==> src/rtl/obstacle_logic.sv <==
// Game-state and collision controller for the Flappy VGA game.
// Three-state FSM (Initial/Check/Lose) with one-hot state register driving the outputs directly.
module obstacle_logic #(
  parameter int BIRD_W   = 20,
  parameter int BIRD_H   = 20,
  parameter int PIPE_W   = 40,
  parameter int GAP_H    = 80,
  parameter int SCREEN_H = 480
) (
  input  logic       Clk,
  input  logic       reset,
  input  logic       Start,
  input  logic       Ack,
  input  logic [9:0] X_Edge,
  input  logic [9:0] Y_Edge,
  input  logic [9:0] Bird_X,
  input  logic [9:0] Bird_Y,
  output logic       Q_Initial,
  output logic       Q_Check,
  output logic       Q_Lose
);

  localparam logic [2:0] ST_INITIAL = 3'b001;
  localparam logic [2:0] ST_CHECK   = 3'b010;
  localparam logic [2:0] ST_LOSE    = 3'b100;

  localparam logic signed [11:0] BIRD_W_S   = 12'(BIRD_W);
  localparam logic signed [11:0] BIRD_H_S   = 12'(BIRD_H);
  localparam logic signed [11:0] PIPE_W_S   = 12'(PIPE_W);
  localparam logic signed [11:0] GAP_H_S    = 12'(GAP_H);
  localparam logic signed [11:0] SCREEN_H_S = 12'(SCREEN_H);

  logic [2:0]         state_r;
  logic [2:0]         state_nxt_s;
  logic signed [11:0] x_edge_s;
  logic signed [11:0] y_edge_s;
  logic signed [11:0] bird_x_s;
  logic signed [11:0] bird_y_s;
  logic               hx_s;
  logic               outgap_s;
  logic               bound_s;
  logic               hit_s;

  // Pipe coordinates are unsigned screen positions; the bird may sit partly off-screen, hence signed.
  assign x_edge_s = $signed({2'b00, X_Edge});
  assign y_edge_s = $signed({2'b00, Y_Edge});
  assign bird_x_s = $signed({{2{Bird_X[9]}}, Bird_X});
  assign bird_y_s = $signed({{2{Bird_Y[9]}}, Bird_Y});

  // Strict comparisons: touching an edge is not a collision.
  assign hx_s     = ((bird_x_s + BIRD_W_S) > x_edge_s) && (bird_x_s < (x_edge_s + PIPE_W_S));
  assign outgap_s = (bird_y_s < y_edge_s) || ((bird_y_s + BIRD_H_S) > (y_edge_s + GAP_H_S));
  assign bound_s  = (bird_y_s < 12'sd0) || ((bird_y_s + BIRD_H_S) > SCREEN_H_S);
  assign hit_s    = (hx_s && outgap_s) || bound_s;

  // Next-state selection; each state honours only its own trigger input.
  always_comb begin
    state_nxt_s = state_r;
    case (state_r)
      ST_INITIAL: begin
        if (Start) state_nxt_s = ST_CHECK;
        else       state_nxt_s = ST_INITIAL;
      end
      ST_CHECK: begin
        if (hit_s) state_nxt_s = ST_LOSE;
        else       state_nxt_s = ST_CHECK;
      end
      ST_LOSE: begin
        if (Ack)   state_nxt_s = ST_INITIAL;
        else       state_nxt_s = ST_LOSE;
      end
      default:     state_nxt_s = ST_INITIAL;
    endcase
  end

  // State register with synchronous reset; illegal encodings recover via the default arm.
  always_ff @(posedge Clk) begin
    if (reset) state_r <= ST_INITIAL;
    else       state_r <= state_nxt_s;
  end

  assign Q_Initial = state_r[0];
  assign Q_Check   = state_r[1];
  assign Q_Lose    = state_r[2];

endmodule

==> config.mk <==
export PLATFORM = sky130hd
export DESIGN_NAME = obstacle_logic
export DESIGN_NICKNAME = d
export VERILOG_FILES = /design/src/rtl/obstacle_logic.sv
export SDC_FILE = /design/constraint.sdc
export NUM_CORES = 1
export LEC_CHECK = 0
export ABC_AREA = 1
export CORE_MARGIN = 2
export CORE_UTILIZATION = 50
export CTS_BUF_LIST = sky130_fd_sc_hd__clkbuf_4
export DETAILED_ROUTE_END_ITERATION = 8
export PLACE_DENSITY_LB_ADDON = 0.05
export SLEW_MARGIN = 20
export SYNTH_ARGS = -nofsm -noshare
export SYNTH_HDL_FRONTEND = slang
export SYNTH_SLANG_ARGS = --single-unit
==> constraint.sdc <==
create_clock -name Clk -period 2.5 [get_ports Clk]
set_input_delay 0.375 -clock Clk [delete_from_list [all_inputs] [get_ports Clk]]
set_output_delay 0.375 -clock Clk [all_outputs]
set_load 0.01 [all_outputs]
# ---- Yosys cells after proc, flatten, opt, wreduce, memory -nomap -nowiden
# Cells that the tools add are included.
dict set report classes {
  n_reduce_logical 5
  n_addsub 4
  eq_ne 3
  n_lt_le_gt_ge 6
  mux 4
}
# cell n
set ops {}
lappend ops {{$add A10 B6 Y11 const B} 3}
lappend ops {{$gt A11 B12 Y1} 1}
lappend ops {{$lt A10 B12 Y1} 1}
lappend ops {{$add A10 B7 Y11 const B} 1}
lappend ops {{$gt A11 B10 Y1 const B} 1}
lappend ops {{$gt A11 B11 Y1} 1}
lappend ops {{$lt A10 B11 Y1} 1}
lappend ops {{$lt A10 B1 Y1 const B} 1}
lappend ops {{$pmux W3 S3} 1}
lappend ops {{$mux W3} 2}
lappend ops {{$eq A3 B1 Y1 const B} 1}
lappend ops {{$eq A3 B2 Y1 const B} 1}
lappend ops {{$eq A3 B3 Y1 const B} 1}
lappend ops {{$logic_or A1 B1 Y1} 3}
lappend ops {{$logic_and A1 B1 Y1} 2}
lappend ops {{$mux W2} 1}
dict set report totals {
  inputBits 44
  elab_cells 23
  out_inout_bits 3
  ff_bits 3
}

# ---- Logic depth before layout (Yosys ltp)
dict set report depth {
  ltp_word 7
  mapped_depth 17
  depth_no_buf 17
}

# ---- Worst setup path after synthesis
# Ideal clock, no wire load.
dict set report synth_timing {
  path_type {input to register}
  startpoint {input port Bird_X[2]}
  endpoint {register state_r[2]}
  cell_stages 15
  arrival_time_ns 2.150
  path_slack_ns 0.237
  n_path_buf 0
  setup_time_ns 0.114
  required_ns 2.386
  cell_sequence {ha_1 o21ai_0 nor2_1 nand2_1 xor2_1 inv_1 ha_1 nand2_1 or3_1 nand3_1 nor2_1 nand2_1 nand2_1 nand2_1 a21oi_2}
}
dict set report synth_between {
  elab_chain_cells 7
  elab_cells_between_ends 8
  classes_between {add/sub: 1; order compare: 2; mux: 2; reduce/logical: 3}
}
# item line
set synth_rtl {}
lappend synth_rtl {{from (decl)} 16} ;# input logic [9:0] Bird_X,
lappend synth_rtl {{$add A10 B6 Y11} 51} ;# assign hx_s = ((bird_x_s + BIRD_W_S) > x_edge_s) && (bird_x_s < (x_edge_s + PIPE_W_S));
lappend synth_rtl {{$gt A11 B11 Y1} 51}
lappend synth_rtl {{$logic_and A1 B1 Y1 (*)} 51}
lappend synth_rtl {{$logic_and A1 B1 Y1 (*)} 54} ;# assign hit_s = (hx_s && outgap_s) || bound_s;
lappend synth_rtl {{$logic_or A1 B1 Y1 (*)} 54}
lappend synth_rtl {{$mux W3 (*)} 65} ;# if (hit_s) state_nxt_s = ST_LOSE;
lappend synth_rtl {{$pmux W3 S3 (*)} 59} ;# case (state_r)
lappend synth_rtl {{to (signal assigned)} 79} ;# else state_r <= state_nxt_s;
lappend synth_rtl {{to (decl)} 33} ;# logic [2:0] state_r;
# Mark *: on every way between the ends. The rest lies on a longest branch, timed or not.
# A chain may end at the register's enable or synchronous reset.

# ---- Worst setup path in the final report
dict set report layout_timing {
  startpoint {input port Bird_X[7]}
  endpoint {register state_r[2]}
}
# The elaborated chain is that of the path after synthesis.

==> results.yml <==
sta:
  post_layout_minimum_cycle_time_ns: 2.339
  setup-violations-final: 0
  rsz0062_at_grt: "no"
  final_max_slew_viol_count: 0
  relative_max_transition_margin: 0.7627
  period_share: 0.9357
  timing.setup.tns_ns: 0
  report.final.hold_viol_count: 0
  fmaxAchievable_ghz: 0.4275
  postLayoutSetupSlackWorst_ns: 0.1608
  worst_slew_pin_slew_ns: 0.3533
  timing.clock.skew_ns: 0.002681
worst_setup_path:
  reg2reg_slack_ns: 1.30
  startpoint: "Bird_X[7]"
  max_stage_delay_ns: 0.54
  cp-endpoint: "state_r[2]"
  worstRegToRegCells: 4
  cp.arrival_ns: 2.47
  crit_path_cell_trace: "clkdlybuf4s50_1 -> nand4_1 -> xor2_1 -> ha_1 -> nand4_1 -> or3_1 -> nand3_1 -> nor2_1 -> nand2_1 -> nand2_1 -> nand2_1 -> a21oi_2"
  r2r_end: "state_r[0]"
  endpoint_kind: "register"
  worst-setup-path-type: "input pin to register"
  timing.critical_path.fanout_max: 4
  cp_common_cell: "sky130_fd_sc_hd__nand2_1"
  r2r_start: "state_r[2]"
  crit_path_start_kind: "input pin"
  slowest_stage: "sky130_fd_sc_hd__clkdlybuf4s50_1"
  worst-endpoint-required_ns: 2.63
placement:
  dpl.hpwl_mm: 3.723
  dp_slack_ns: -0.3728
  routabilityCongestion: 0.8553
  portBuffers: 46
grt:
  track_usage: 0.2425
  grt_first_pass_wirelength_mm: 7.003
  antenna_violations_before_repair: 0
  first_global_vias: 1812
  grt-ovfl-total: 0
  grt_start_max_net_pins: 8
detailed_routing:
  number_of_routed_nets_with_antenna_violations: 0
  detailedRoute.firstIterationViolations: 63
  vias: 1952
  drc: 0
  avgViaCountPerCell: 5.031
  finalWirelength_mm: 4.400
  routed_wire_length_per_instance_um: 11.34
  drt_pass1_iterations: 4
synthesis:
  netlist.top_cell.by_area: "sky130_fd_sc_hd__ha_1"
  synth_cell_types: 31
  number_of_synthesized_register_bits: 3
  post_synth_xor_area_fraction: 0.07556
  ys_top_cells_by_area: "sky130_fd_sc_hd__ha_1, sky130_fd_sc_hd__nand2_1, sky130_fd_sc_hd__inv_1"
  mean_instance_size_in_the_synthesized_netlist_um2: 6.242
  synth-adder-area-share: 0.2853
  post_synth_and_or_nand_nor_area_fraction: 0.3308
  synth_top_cell_area_share: 0.2853
  synth_area_um2: 1623
  synth_top_family_by_area: "simple AND/OR/NAND/NOR gates"
  synth_compound_gate_area_share: 0.1488
  netlist_instances: 260
  synth_seq_area_share: 0.03701
  muxShareOfSynthArea: 0
  synth_nets: 341
  yosys_warnings: 0
floorplan:
  std_cell_rows: 20
  die_area_um2: 3717
  floorplan.initialDensity: 0.5272
  die_y_um: 60.97
  floorplan.die.width_um: 60.97
  core_region_area_um2: 3078
  ioPinCount: 47
run_status:
  run_status: "finished, final reports clean"
clock_network:
  tritoncts.num_buffers: 3
  tritoncts_num_sinks: 3
  cts_root_buf: "sky130_fd_sc_hd__clkbuf_4"
  worstSkewPairLatency_ns: 0.24
  cts-root-to-sink-buffers: 2
  clock_edge_transition_at_the_registers_on_the_reported_setup_and_hold_paths_ns: 0.04
  postCtsHoldBufs: 0
  tritoncts: "yes"
  level_count_of_the_clock_h_tree: 1
layout:
  max_flop_register: "state_r"
  utilization: 0.8154
  top_regs: "state_r: 3 flops"
  design.final.nets: 426
  syn2layout_area_growth_pct: 54.66
  largest_reg_flops: 3
  num_antenna_cells: 0
  fraction_of_final_layout_cells_sized_beyond_drive_strength_1: 0.1948
power_and_ir_drop:
  pwr_density_cell_nw_per_um2: 234.2
  power.static_leakage_nw: 1.390
  power.ir.vdd_worst_uv: 326.5
job:
  drv.max_cap_violation_count: 0
hold_path:
  holdPathStages: 3
  holdCritPathClass: "register to register"
-- worst min path at each step --
stage	start	end	slack (ns)
floorplan	reset	state_r[2]	0.44
detailed placement	state_r[0]	state_r[2]	0.59
finish	state_r[0]	state_r[2]	0.59
global placement	state_r[0]	state_r[2]	0.59
global route	state_r[2]	state_r[1]	0.62
CTS	state_r[0]	state_r[2]	0.60
-- cells by family after synthesis --
family	count (synthesis)
buffers and inverters	53
AOI/OAI and AO/OA	40
xor gates and xnor gates	14
adders and majority gates	37
and+or+nand+nor	113
DFF	3
-- metrics by stage --
step	hold slack [ns]	cells	total power [W]	cell area (um^2)
3_5_place_dp	0.5873	382	0.0004674	2379
5_1_grt	0.6221	388	0.0006502	2510
6_report	0.5941	388	0.0005878	2510
2_1_floorplan	0.4374	260	0.0002773	1623
4_1_cts	0.6001	387	0.0005814	2449
3_3_place_gp	0.5862	382	0.0004559	2379
-- cell usage after synthesis (all sizes together) --
library cell / count
nor2: 13
a2111o: 1
o311ai: 1
o21ai: 11
nand3b: 1
nand2: 60
dfxtp: 3
o21a: 2
inv: 53
o21bai: 1
o31ai: 1
or3: 1
nand3: 25
xnor2: 2
a21o: 1
nor3: 6
nand4: 7
xor2: 12
a211oi: 1
ha: 37
o211ai: 2
a21oi: 18
o2111ai: 1
-- layout by cell type (no fill, tap or decap), drive strengths merged, types with 3 or more instances in the layout --
| cell type | n |
|---|---|
| dfxtp | 3 |
| nand3 | 25 |
| dlymetal6s2s | 9 |
| nand2 | 60 |
| clkbuf | 4 |
| ha | 37 |
| inv | 53 |
| xor2 | 12 |
| clkdlybuf4s50 | 35 |
| nor3 | 6 |
| o21ai | 11 |
| a21oi | 18 |
| buf | 34 |
| nand4 | 7 |
| nor2 | 13 |
-- critical path: cells and delay by family --
family,cells,cell delay [ns]
AO/OA/AOI/OAI,1,0.05
adder cells (fa/ha/maj),1,0.34
XOR/XNOR,1,0.18
buffers and inverters,1,0.54
AND/OR/NAND/NOR,8,0.98
-- what timing repair did --
action | CTS | global route
pin swaps | 4 | 13
buffers inserted | 1 | 1
endpoints found under the setup margin | 2 | 2
resized for setup | 12 | 17
-- power breakdown --
group	leakage, nW	switching [W]	internal, W
logic	1.35	0.000213	0.000218
registers	0.0247	0.00000293	0.0000519
clock network	0.0184	0.0000310	0.0000710
-- routing by layer --
| layer | part of all wire | track usage | vias to the layer above |
|---|---|---|---|
| li1 | - | - | 1031 |
| met1 | 0.46 | 0.3131 | 852 |
| met2 | 0.48 | 0.4409 | 63 |
| met3 | 0.055 | 0.02345 | 6 |
| met4 | 0.0032 | 0.04037 | 0 |
| met5 | 0 | 0 | - |
-- area by class of cell --
class,count,area [um^2]
well taps,44,55.05
fillers,252,568.0
repair buffers,80,739.5
inverters,53,198.9
flip-flops and latches,3,60.06
multi-input cells,204,1426
clock buffers,4,30.03
(Power assumes the default switching activity.)
